File: src/rtl/ppu_vram_pkg.sv
// Shared types and constants for the PPU VRAM access port.
// Build option: define PPU_VRAM_MIRROR_EN to add the mirror_h input and
// selectable horizontal/vertical nametable mirroring.
package ppu_vram_pkg;

    localparam int PPU_AW  = 14;
    localparam int VRAM_AW = 11;

    // Inclusive bounds of the nametable window in PPU address space.
    localparam logic [PPU_AW-1:0] NT_LO = 14'h2000;
    localparam logic [PPU_AW-1:0] NT_HI = 14'h3EFF;

    typedef enum logic [1:0] {
        SEL_CTRL   = 2'd0,
        SEL_STATUS = 2'd1,
        SEL_ADDR   = 2'd2,
        SEL_DATA   = 2'd3
    } sel_t;

    typedef enum logic [1:0] {
        IDLE    = 2'd0,
        ACCESS  = 2'd1,
        CAPTURE = 2'd2
    } state_t;

    function automatic logic in_nametable(input logic [PPU_AW-1:0] a);
        return (a >= NT_LO) && (a <= NT_HI);
    endfunction

endpackage

File: src/rtl/ppu_vram_port_nt_mirror.sv
// Combinational PPU address -> 2 KB VRAM address mapping.
// Build option: PPU_VRAM_MIRROR_EN adds mirror_h (1 = horizontal mirroring);
// without it the vertical mapping addr[10:0] is fixed.
module nt_mirror
    import ppu_vram_pkg::*;
(
    input  logic [PPU_AW-1:0]  ppu_addr,
`ifdef PPU_VRAM_MIRROR_EN
    input  logic               mirror_h,
`endif
    output logic [VRAM_AW-1:0] vram_addr
);

`ifdef PPU_VRAM_MIRROR_EN
    // Upper bits only select the nametable window, which the caller decodes.
    logic unused_addr_bits;
    assign unused_addr_bits = ^ppu_addr[13:12];

    // Horizontal mirroring folds nametables by addr[11], vertical by addr[10].
    always_comb begin
        if (mirror_h) vram_addr = {ppu_addr[11], ppu_addr[9:0]};
        else          vram_addr = ppu_addr[10:0];
    end
`else
    logic unused_addr_bits;
    assign unused_addr_bits = ^ppu_addr[13:11];

    // Fixed vertical mirroring.
    always_comb begin
        vram_addr = ppu_addr[10:0];
    end
`endif

endmodule

File: src/rtl/ppu_vram_port.sv
// CPU-side PPUCTRL/PPUSTATUS/PPUADDR/PPUDATA access port into nametable VRAM.
// Holds the PPU address, two-write address latch, +1/+32 increment and the
// one-deep PPUDATA read buffer. Build option: PPU_VRAM_MIRROR_EN adds mirror_h.
module ppu_vram_port
    import ppu_vram_pkg::*;
(
    input  logic               clk,
    input  logic               rst_n,
    input  logic               cpu_req,
    input  logic               cpu_rw,
    input  logic [1:0]         cpu_sel,
    input  logic [7:0]         cpu_din,
    output logic [7:0]         cpu_dout,
    output logic               cpu_ack,
    output logic               busy,
`ifdef PPU_VRAM_MIRROR_EN
    input  logic               mirror_h,
`endif
    output logic               vram_en,
    output logic               vram_rw,
    output logic [VRAM_AW-1:0] vram_addr,
    output logic [7:0]         vram_din,
    input  logic [7:0]         vram_dout
);

    state_t              state, state_nxt;
    logic [PPU_AW-1:0]   addr;
    logic [PPU_AW-1:0]   addr_inc;
    logic                w;
    logic                inc32;
    logic [7:0]          rd_buf;

    // Request captured at acceptance, consumed in ACCESS.
    sel_t                req_sel;
    logic                req_rw;
    logic [7:0]          req_din;

    logic                nt_hit;
    logic [VRAM_AW-1:0]  mapped_addr;

    assign nt_hit   = in_nametable(addr);
    assign addr_inc = addr + (inc32 ? 14'd32 : 14'd1);

    nt_mirror u_nt_mirror (
        .ppu_addr  (addr),
`ifdef PPU_VRAM_MIRROR_EN
        .mirror_h  (mirror_h),
`endif
        .vram_addr (mapped_addr)
    );

    // State register.
    always_ff @(posedge clk) begin
        // NOTE: sequential state uses non-blocking assignments so every flop
        // samples pre-edge values regardless of statement order.
        if (!rst_n) state <= IDLE;
        else        state <= state_nxt;
    end

    // Next-state: one ACCESS cycle per request, plus CAPTURE for nametable reads.
    always_comb begin
        // NOTE: default first so no path leaves state_nxt unassigned (no latch).
        state_nxt = state;
        case (state)
            IDLE:    if (cpu_req) state_nxt = ACCESS;
            ACCESS:  begin
                if (req_sel == SEL_DATA && req_rw && nt_hit) state_nxt = CAPTURE;
                else                                          state_nxt = IDLE;
            end
            CAPTURE: state_nxt = IDLE;
            default: state_nxt = IDLE;
        endcase
    end

    // Outputs: ack in ACCESS, VRAM strobes only for in-window PPUDATA.
    always_comb begin
        busy      = 1'b0;
        cpu_ack   = 1'b0;
        vram_en   = 1'b0;
        vram_rw   = 1'b0;
        vram_addr = '0;
        vram_din  = '0;
        case (state)
            ACCESS: begin
                busy    = 1'b1;
                cpu_ack = 1'b1;
                if (req_sel == SEL_DATA && nt_hit) begin
                    vram_en   = 1'b1;
                    vram_rw   = req_rw;
                    vram_addr = mapped_addr;
                    if (!req_rw) vram_din = req_din;
                end
            end
            CAPTURE: begin
                // Keep the read enabled so the gated VRAM data stays visible.
                busy      = 1'b1;
                vram_en   = 1'b1;
                vram_rw   = 1'b1;
                vram_addr = mapped_addr;
            end
            default: ;
        endcase
    end

    // Register-file state: request capture, address/latch/increment, read buffer.
    always_ff @(posedge clk) begin
        if (!rst_n) begin
            addr     <= '0;
            w        <= 1'b0;
            inc32    <= 1'b0;
            rd_buf   <= 8'h00;
            cpu_dout <= 8'h00;
            req_sel  <= SEL_CTRL;
            req_rw   <= 1'b0;
            req_din  <= 8'h00;
        end else begin
            case (state)
                IDLE: begin
                    if (cpu_req) begin
                        req_sel <= sel_t'(cpu_sel);
                        req_rw  <= cpu_rw;
                        req_din <= cpu_din;
                        // Read data is fixed at acceptance and held until the next read.
                        if (cpu_rw)
                            cpu_dout <= (sel_t'(cpu_sel) == SEL_DATA) ? rd_buf : 8'h00;
                    end
                end
                ACCESS: begin
                    case (req_sel)
                        SEL_CTRL:   if (!req_rw) inc32 <= req_din[2];
                        SEL_STATUS: if (req_rw) w <= 1'b0;
                        SEL_ADDR: begin
                            if (!req_rw) begin
                                if (!w) addr[13:8] <= req_din[5:0];
                                else    addr[7:0]  <= req_din;
                                w <= ~w;
                            end
                        end
                        SEL_DATA: begin
                            if (!req_rw) begin
                                addr <= addr_inc;
                            end else if (!nt_hit) begin
                                rd_buf <= 8'h00;
                                addr   <= addr_inc;
                            end
                        end
                        default: ;
                    endcase
                end
                CAPTURE: begin
                    rd_buf <= vram_dout;
                    addr   <= addr_inc;
                end
                default: ;
            endcase
        end
    end

endmodule

File: config.mk
export PLATFORM = sky130hd
export DESIGN_NAME = ppu_vram_port
export DESIGN_NICKNAME = d
export VERILOG_FILES = /design/src/rtl/ppu_vram_pkg.sv /design/src/rtl/ppu_vram_port_nt_mirror.sv /design/src/rtl/ppu_vram_port.sv
export SDC_FILE = /design/constraint.sdc
export NUM_CORES = 1
export LEC_CHECK = 0
export BUFFER_PORTS_ARGS = -buffer_cell sky130_fd_sc_hd__buf_2
export CORE_MARGIN = 1.5
export CORE_UTILIZATION = 49
export CTS_CLUSTER_SIZE = 28
export DETAILED_ROUTE_END_ITERATION = 12
export HOLD_SLACK_MARGIN = 0.12
export PLACE_DENSITY_LB_ADDON = 0.25
export SYNTH_ARGS = -nofsm -noshare
export SYNTH_HDL_FRONTEND = slang
export SYNTH_SLANG_ARGS = --single-unit
File: constraint.sdc
create_clock -name clk -period 1.7 [get_ports clk]
set_input_delay 0.34 -clock clk [delete_from_list [all_inputs] [get_ports clk]]
set_output_delay 0.34 -clock clk [all_outputs]
set_load 0.02 [all_outputs]
==> flow_metrics.py, run 1 <==
metrics = {
    "status": {
        "status": "complete, but fails checks",
        "violations": "setup timing",
    },
    "cells_and_area": {
        "layout_common_cells": "nand2_1, buf_4, dfxtp_1",
        "final_common_cell": "nand2_1",
        "seqCellArea_um2": 916,
        "nFillCells": 352,
        "nNetsFinal": 425,
        "antennaDiodeCount": 0,
        "multi_input_area_mm2": 0.00159,
        "final-instance-count-excl-fill": 452,
        "final_layout_size_suffix_gt1_share_pct": 43.5,
        "area_delta_synth_final_pct": 46.8,
    },
    "clocking": {
        "clock_path_buffers": 2,
        "cts_tree": "yes",
        "hold_buffers": 0,
        "path_clk_slew_ns": 0.10,
        "clk_latency_ns": 0.31,
        "htreeDepth": 2,
        "cts.sinks": 45,
        "clockRootBuffer": "clkbuf_8",
        "cts_buffers": 5,
    },
    "logic_synthesis": {
        "synthesis.area_mm2": 0.00238,
        "synth_fp_nets": 334,
        "synth_cell_types": 45,
        "synthFlopType": "dfxtp_1",
        "synth_top_area_share_pct": 37.8,
        "synth-seq-cells": 45,
        "synthArstFlopShare_pct": 0,
        "avgSynthCellArea_um2": 7.79,
        "synthCells": 306,
        "yosysTopAreaCell": "dfxtp_1",
        "synth_edf_count": 0,
        "synth.area.top_cells": "dfxtp_1, nand2_1, a21oi_1",
        "synth-seq-area-share_pct": 37.8,
        "yosys_warnings": 0,
    },
    "timing": {
        "fmax_mhz": 496,
        "post-route-period-util_pct": 119,
        "rsz0062_at_grt": "true",
        "fin_ws_ns": -0.315,
        "slew_headroom_pct": 59.4,
        "finalHoldViolCount": 0,
        "worst_pin_slew_ns": 0.608,
        "finalMaxSlewViolations": 0,
        "setup_violations": 36,
        "period_minus_slack_ns": 2.01,
        "finalClockSkew_ns": 0.00982,
    },
    "global_route": {
        "track_usage_pct": 25.7,
        "grt-ovfl-total": 0,
        "use_met2_pct": 41.6,
        "grt_antenna_before_repair": 0,
        "grt_pass1_wl_mm": 10.7,
        "grt_pass1_vias": 2258,
        "use_met1_pct": 35.1,
        "grt_use_met3_pct": 5.25,
        "grt_max_degree": 28,
        "top_usage_layer": "met2",
    },
    "placement": {
        "place_hpwl_mm": 4.62,
        "gp_congestion": 0.856,
        "portBuffers": 52,
        "dp.cells": 437,
        "dp_slack_ns": -0.123,
    },
    "power": {
        "p_leak_nw": 1.48,
        "peakVddDrop_uv": 596,
        "power_density_mw_per_mm2": 627,
    },
    "die": {
        "core_mm2": 0.00469,
        "row_count": 25,
        "die_w_um": 72.7,
        "die-area_mm2": 0.00529,
        "die_y_um": 72.7,
        "start_util_pct": 50.8,
        "ios": 53,
    },
    "worst_hold_path": {
        "min_path_type": "in2reg",
        "whs_path_depth": 3,
    },
    "critical_path": {
        "rr_worst_depth": 9,
        "start_kind": "flop",
        "endpoint": "vram_din[1]",
        "worstReg2RegStart": "addr[12]",
        "crit_arrival_ns": 1.67,
        "crit_start": "addr[11]",
        "crit_path_max_fanout": 8,
        "ff2ff_setup_slack_ns": -0.25,
        "worstSetupPathType": "reg2out",
        "worstSetupEndpointType": "output pin",
        "r2r-end": "addr[11]",
        "crit_required_ns": 1.36,
    },
    "route": {
        "drc_errors": 0,
        "wl_mm": 7.28,
        "drtIter0Drc": 180,
        "routed_via_density": 5.76,
        "drtPass1Iterations": 5,
        "ant_nets": 0,
        "avgRoutedWirePerCell_um": 16.1,
        "vias": 2605,
    },
    "flow_run": {
        "maxCapViolCount": 0,
    },
}
==> synth_stat cells (all sizes together), types with 7 or more instances <==
cell type,count
nand3,24
buf,11
nor2,19
o21ai,10
a21oi,34
mux2i,10
clkbuf,7
and2,22
dfxtp,45
nand2,58
inv,7
==> logic make-up after synthesis <==
kind of cell | count (synthesis) | synth area share (%)
AND/OR/NAND/NOR | 143 | 28.5
AO/OA/AOI/OAI | 76 | 21.4
flip-flops | 45 | 37.8
buffers and inverters | 25 | 4.52
multiplexers | 10 | 4.20
adder cells (fa/ha/maj) | 6 | 3.15
XOR/XNOR | 1 | 0.368
==> critical path, cell delays in order, from the launching register on <==
cell,delay (ns)
dfxtp_2,0.35
buf_6,0.11
nand4_1,0.08
o211ai_1,0.11
buf_4,0.16
nor2_4,0.23
and2_4,0.21
buf_6,0.11
==> final cells by class <==
class                           count  area share, %
Multi-Input combinational cell    236           45.4
Sequential cell                    45           26.2
Timing Repair Buffer              102           23.0
Clock buffer                        5           1.97
Tap cell                           54           1.93
Inverter                            7          0.823
Clock inverter                      3          0.715
==> routing by layer <==
| layer | share of wire [%] | wire (um) |
|---|---|---|
| met5 | 0 | 0 |
| met4 | 1.0 | 76 |
| met3 | 6.6 | 480 |
| met2 | 47 | 3410 |
| met1 | 46 | 3310 |
==> state kept, by name, indices dropped and copies added, names as in the netlist, 2 cells and up <==
signal / count
addr: 14
cpu_dout: 8
rd_buf: 8
req_din: 8
req_sel: 2
state: 2
==> through the flow <==
stage	setup TNS (ns)	power [mW]	area, um^2	utilization, %	hold slack, ns
2_1_floorplan	-0.330	1.31	2410	-	0.438
3_3_place_gp	-1.54	1.44	2980	63.5	0.438
3_5_place_dp	-2.36	1.44	2980	63.5	0.439
4_1_cts	-6.71	2.16	3270	69.7	0.262
5_1_grt	-10.31	2.27	3500	74.6	0.268
6_report	-8.19	2.19	3500	74.6	0.267
==> repair_timing <==
action,4_1_cts,5_1_grt
buffers inserted,3,3
endpoints found under the setup margin,32,36
resized for setup,60,58
gates cloned,0,1
pin swaps,16,17
==> power by group <==
group          internal [mW]  switching, mW
clock                  0.297          0.416
combinational          0.164          0.198
sequential              1.08         0.0350
total                   1.55          0.649
==> how the worst min path moves through the flow <==
stage | from | end | slack, ns
floorplan | rd_buf[0] | rd_buf[0] | 0.44
global placement | cpu_dout[3] | cpu_dout[3] | 0.44
CTS | cpu_din[7] | req_din[7] | 0.26
detailed placement | cpu_dout[1] | cpu_dout[1] | 0.44
global route | cpu_din[0] | req_din[0] | 0.27
finish | cpu_din[0] | req_din[0] | 0.27
No activity file was read; power rests on OpenSTA's default activity.
==> run 2, diff against run 1 <==
--- a/config.mk
+++ b/config.mk
@@ -5,7 +5,7 @@
 export SDC_FILE = /design/constraint.sdc
 export NUM_CORES = 1
 export LEC_CHECK = 0
-export BUFFER_PORTS_ARGS = -buffer_cell sky130_fd_sc_hd__buf_2
+export BUFFER_PORTS_ARGS = -buffer_cell sky130_fd_sc_hd__clkbuf_2
 export CORE_MARGIN = 1.5
 export CORE_UTILIZATION = 49
 export CTS_CLUSTER_SIZE = 28
==> flow_metrics.py, run 2 (synthesis gave the netlist of run 1 again) <==
metrics = {
    "status": {
        "status": "complete, but fails checks",
        "violations": "setup timing",
    },
    "clocking": {
        "cts_buffers": 5,
        "cts_tree": "yes",
        "htreeDepth": 2,
        "cts.sinks": 45,
        "path_clk_slew_ns": 0.09,
        "clk_latency_ns": 0.30,
        "clockRootBuffer": "clkbuf_8",
        "hold_buffers": 0,
        "clock_path_buffers": 2,
    },
    "worst_hold_path": {
        "min_path_type": "in2reg",
    },
    "route": {
        "drc_errors": 0,
        "drtIter0Drc": 202,
        "routed_via_density": 5.83,
        "drtPass1Iterations": 6,
        "wl_mm": 7.32,
        "ant_nets": 0,
        "avgRoutedWirePerCell_um": 16.4,
        "vias": 2604,
    },
    "placement": {
        "portBuffers": 52,
        "place_hpwl_mm": 4.65,
        "placement.cell_area_mm2": 0.00297,
        "gp_congestion": 0.862,
    },
    "timing": {
        "rsz0062_at_grt": "true",
        "post-route-period-util_pct": 117,
        "fmax_mhz": 502,
        "finalSetupTns_ns": -6.40,
        "finalClockSkew_ns": 0.0146,
        "slew_headroom_pct": 67.6,
        "fin_ws_ns": -0.294,
        "finalMaxSlewViolations": 0,
        "setup_violations": 31,
        "finalHoldViolCount": 0,
        "period_minus_slack_ns": 1.99,
        "worst_pin_slew_ns": 0.484,
        "holdWs_ns": 0.260,
    },
    "cells_and_area": {
        "final_common_cell": "nand2_1",
        "area_delta_synth_final_pct": 50.7,
        "nFillCells": 325,
        "final_layout_size_suffix_gt1_share_pct": 44.0,
        "antennaDiodeCount": 0,
        "nNetsFinal": 420,
        "largest_reg_flops": 14,
        "layout_common_cells": "nand2_1, dfxtp_1, buf_4",
        "final_area_mm2": 0.00359,
        "regMostFlops": "addr",
        "multi_input_area_mm2": 0.00166,
        "final_util_pct": 76.5,
        "seqCellArea_um2": 915,
    },
    "critical_path": {
        "slowest_stage": "dfxtp_2",
        "worstSetupPathType": "reg2out",
        "start_kind": "flop",
        "crit_required_ns": 1.36,
        "cpPeakStageDelay_ns": 0.33,
        "crit_arrival_ns": 1.65,
        "crit_chain": "and4_4 -> a21boi_4 -> a31oi_4 -> nor2b_4 -> and2_4 -> buf_8",
        "crit_path_max_fanout": 6,
        "worstSetupEndpointType": "output pin",
    },
    "global_route": {
        "grt_pass1_vias": 2395,
        "grt_antenna_before_repair": 0,
        "grt-ovfl-total": 0,
        "grt_pass1_wl_mm": 11.0,
        "track_usage_pct": 26.4,
        "grt_max_degree": 28,
    },
    "die": {
        "ios": 53,
        "die-area_mm2": 0.00529,
        "row_count": 25,
        "start_util_pct": 50.8,
        "die_y_um": 72.7,
        "core_mm2": 0.00469,
        "die_w_um": 72.7,
    },
    "flow_run": {
        "maxCapViolCount": 0,
    },
    "power": {
        "p_leak_nw": 1.49,
        "power_density_mw_per_mm2": 653,
        "peakVddDrop_uv": 504,
        "p_total_mw": 2.34,
    },
}
run 2: path summary, 6_finish.rpt:
path,startpoint,end,slack [ns],cells past startpoint
max,addr[12],vram_addr[8],-0.29,6
min reg2reg,cpu_dout[3],cpu_dout[3],0.45,2
max reg2reg,state[0],addr[2],-0.26,8
min,cpu_din[7],req_din[7],0.26,3
run 2: layout make-up:
class,count,area share [%]
clock buffers,6,2.30
multi-input cells,237,46.2
flip-flops and latches,45,25.5
inverters,7,0.801
repair buffers,96,22.3
clock inverters,2,1.05
well taps,54,1.88
run 2: layer usage:
layer  global-route usage, %  up-vias  share of wire (%)
met3                    4.83       20                7.5
met4                    7.97        0                2.1
li1                        -     1250                  -
met1                    36.6     1198                 43
met2                    41.8      136                 47
met5                       0        -                  0
run 2: repair_timing:
action                     4_1_cts  5_1_grt
pin swaps                       11       29
setup endpoints to repair       33       35
resized for setup               46      104
buffers inserted                 4        2
cloned                           0        1
run 2: per-stage QoR:
step / setup slack (ns) / cells
global route: -0.379 / 447
global placement: -0.0992 / 433
finish: -0.294 / 447
floorplan: -0.0367 / 306
detailed placement: -0.146 / 433
CTS: -0.341 / 445
run 2: where the power goes:
part	internal (mW)	switching (mW)	leakage [nW]	total [mW]
registers	1.08	0.0367	0.370	1.12
logic	0.165	0.201	1.07	0.366
clock network	0.478	0.379	0.0574	0.857
run 2: critical path: cells and delay by family, from the launching register on:
family,cells,cell delay (ns)
AOI/OAI and AO/OA,2,0.30
DFF,1,0.33
buffers and inverters,1,0.10
and+or+nand+nor,3,0.62
==> run 3, diff against run 2 <==
--- a/config.mk
+++ b/config.mk
@@ -7,11 +7,11 @@
 export LEC_CHECK = 0
 export BUFFER_PORTS_ARGS = -buffer_cell sky130_fd_sc_hd__clkbuf_2
 export CORE_MARGIN = 1.5
-export CORE_UTILIZATION = 49
+export CORE_UTILIZATION = 54
 export CTS_CLUSTER_SIZE = 28
 export DETAILED_ROUTE_END_ITERATION = 12
 export HOLD_SLACK_MARGIN = 0.12
-export PLACE_DENSITY_LB_ADDON = 0.25
+export PLACE_DENSITY = 0.8
 export SYNTH_ARGS = -nofsm -noshare
 export SYNTH_HDL_FRONTEND = slang
 export SYNTH_SLANG_ARGS = --single-unit
==> constraint.sdc (replaced) <==
create_clock -name clk -period 2.03 [get_ports clk]
set_input_delay 0.406 -clock clk [delete_from_list [all_inputs] [get_ports clk]]
set_output_delay 0.406 -clock clk [all_outputs]
set_load 0.02 [all_outputs]
==> flow_metrics.py, run 3 (synthesis gave the netlist of run 1 again) <==
metrics = {
    "critical_path": {
        "ff2ff_setup_slack_ns": 0.16,
        "start_kind": "flop",
        "rr_worst_depth": 9,
        "crit_arrival_ns": 1.70,
        "crit_required_ns": 1.62,
        "worstSetupEndpointType": "output pin",
        "worstReg2RegStart": "inc32",
        "r2r-end": "addr[12]",
        "crit_path_max_fanout": 6,
        "worstSetupPathType": "reg2out",
    },
    "die": {
        "die_y_um": 69.4,
        "die-area_mm2": 0.00482,
        "core_mm2": 0.00412,
        "ios": 53,
        "start_util_pct": 57.9,
        "row_count": 23,
        "die_w_um": 69.4,
    },
    "power": {
        "p_leak_nw": 1.33,
        "pwr-share-comb_pct": 12.6,
        "p_sw_mw": 0.484,
        "power_density_mw_per_mm2": 586,
        "p_int_mw": 1.40,
        "clockPowerShare_pct": 37.8,
        "seqPwrFrac_pct": 49.6,
        "switching_share_pct": 25.6,
        "peakVddDrop_uv": 411,
    },
    "worst_hold_path": {
        "whs_path_depth": 3,
        "min_path_type": "in2reg",
        "holdPathEnd": "req_din[6]",
        "worst_hold_startpoint": "cpu_din[6]",
    },
    "timing": {
        "slew_headroom_pct": 63.3,
        "setup_violations": 15,
        "finalClockSkew_ns": 0.0142,
        "worst_pin_slew_ns": 0.550,
        "fin_ws_ns": -0.0783,
        "finalMaxSlewViolations": 0,
        "holdWs_ns": 0.326,
        "finalHoldViolCount": 0,
        "fmax_mhz": 474,
        "rsz0062_at_grt": "true",
        "post-route-period-util_pct": 104,
        "period_minus_slack_ns": 2.11,
    },
    "status": {
        "status": "complete, but fails checks",
        "violations": "setup timing",
    },
    "placement": {
        "dp.cells": 403,
        "dp_slack_ns": 0.0916,
        "portBuffers": 52,
        "gp_congestion": 0.928,
        "placement.cell_area_mm2": 0.00273,
        "place_hpwl_mm": 4.14,
    },
    "cells_and_area": {
        "largest_reg_flops": 14,
        "antennaDiodeCount": 0,
        "final_layout_size_suffix_gt1_share_pct": 33.2,
        "final_area_mm2": 0.00322,
        "final_util_pct": 78.3,
        "final_common_cell": "nand2_1",
        "nNetsFinal": 397,
        "regMostFlops": "addr",
        "nFillCells": 284,
        "layout_common_cells": "nand2_1, dfxtp_1, a21oi_1",
        "final-instance-count-excl-fill": 420,
        "area_delta_synth_final_pct": 35.3,
    },
    "global_route": {
        "grt_pass1_wl_mm": 10.7,
        "grt-ovfl-total": 0,
        "grt_antenna_before_repair": 0,
        "track_usage_pct": 27.3,
        "grt_max_degree": 28,
        "grt_pass1_vias": 2280,
    },
    "flow_run": {
        "maxCapViolCount": 0,
    },
    "clocking": {
        "htreeDepth": 2,
        "cts_tree": "yes",
        "cts_buffers": 5,
        "path_clk_slew_ns": 0.09,
        "clockRootBuffer": "clkbuf_8",
        "hold_buffers": 0,
        "cts.sinks": 45,
        "clock_path_buffers": 2,
        "clk_latency_ns": 0.30,
    },
    "route": {
        "top_layer": "met4",
        "avgRoutedWirePerCell_um": 15.8,
        "drc_errors": 0,
        "drtPass1Iterations": 5,
        "routed-wl-met3_um": 516,
        "drtIter0Drc": 266,
        "vias": 2527,
        "wl_met2_mm": 3.09,
        "m1WireLength_mm": 2.88,
        "routed_via_density": 6.02,
        "wl_mm": 6.65,
        "ant_nets": 0,
    },
}
-- run 3: cell types whose count changed in the layout (fill, tap and decap cells not counted), sizes merged --
cell,delta
buf,-22
nor2b,-1
-- run 3: worst max-delay path, cell delays in order, from the launching register on --
cell and delay [ns]:
dfxtp_2 0.33, and4_4 0.19, a21boi_4 0.18, a31oi_4 0.12, nor2b_4 0.16, buf_6 0.14
and2_4 0.16, buf_8 0.12
-- run 3: metal layers --
metal  track usage [%]  up-vias
li1                  -     1198
met1              36.5     1171
met4              8.71        0
met2              44.2      139
met3              5.67       19
met5                 0        -
-- run 3: through the flow --
| step | TNS [ns] | power, mW |
|---|---|---|
| 2_1_floorplan | 0 | 1.09 |
| 3_3_place_gp | 0 | 1.15 |
| 3_5_place_dp | 0 | 1.16 |
| 4_1_cts | -0.285 | 1.88 |
| 5_1_grt | -1.89 | 1.97 |
| 6_report | -0.541 | 1.89 |
-- run 3: power by group through the flow --
| stage | registers, mW | logic, mW | clock network [mW] |
|---|---|---|---|
| after global placement | 0.952 | 0.202 | 0 |
| final | 0.936 | 0.238 | 0.713 |
| after detailed placement | 0.953 | 0.206 | 0 |
| after floorplan | 0.945 | 0.149 | 0 |
| after CTS | 0.933 | 0.226 | 0.721 |
| after global routing | 0.940 | 0.260 | 0.766 |
-- run 3: final cells by class --
cell class | instances | area (um^2) | area share [%]
sequential | 45 | 911 | 28.3
clock inverter | 2 | 37.5 | 1.16
multi-input combinational | 236 | 1490 | 46.2
inverter | 7 | 26.3 | 0.815
tap | 50 | 62.6 | 1.94
clock buffer | 6 | 82.6 | 2.56
timing repair buffer | 74 | 614 | 19.1
-- run 3: worst max path at each step --
stage | cells past startpoint | startpoint | end
after floorplan | 5 | state[0] | vram_addr[0]
after global placement | 6 | state[0] | addr[11]
after detailed placement | 6 | state[0] | addr[11]
after CTS | 7 | addr[12] | vram_addr[10]
after global routing | 7 | addr[12] | vram_addr[0]
final | 7 | addr[12] | vram_addr[0]
-- run 3: timing repair --
item | in CTS | in global routing
pin swaps | 6 | 11
resized for setup | 58 | 47
endpoints found under the setup margin | 20 | 22
setup buffers | 7 | 2
gates cloned | 1 | 0
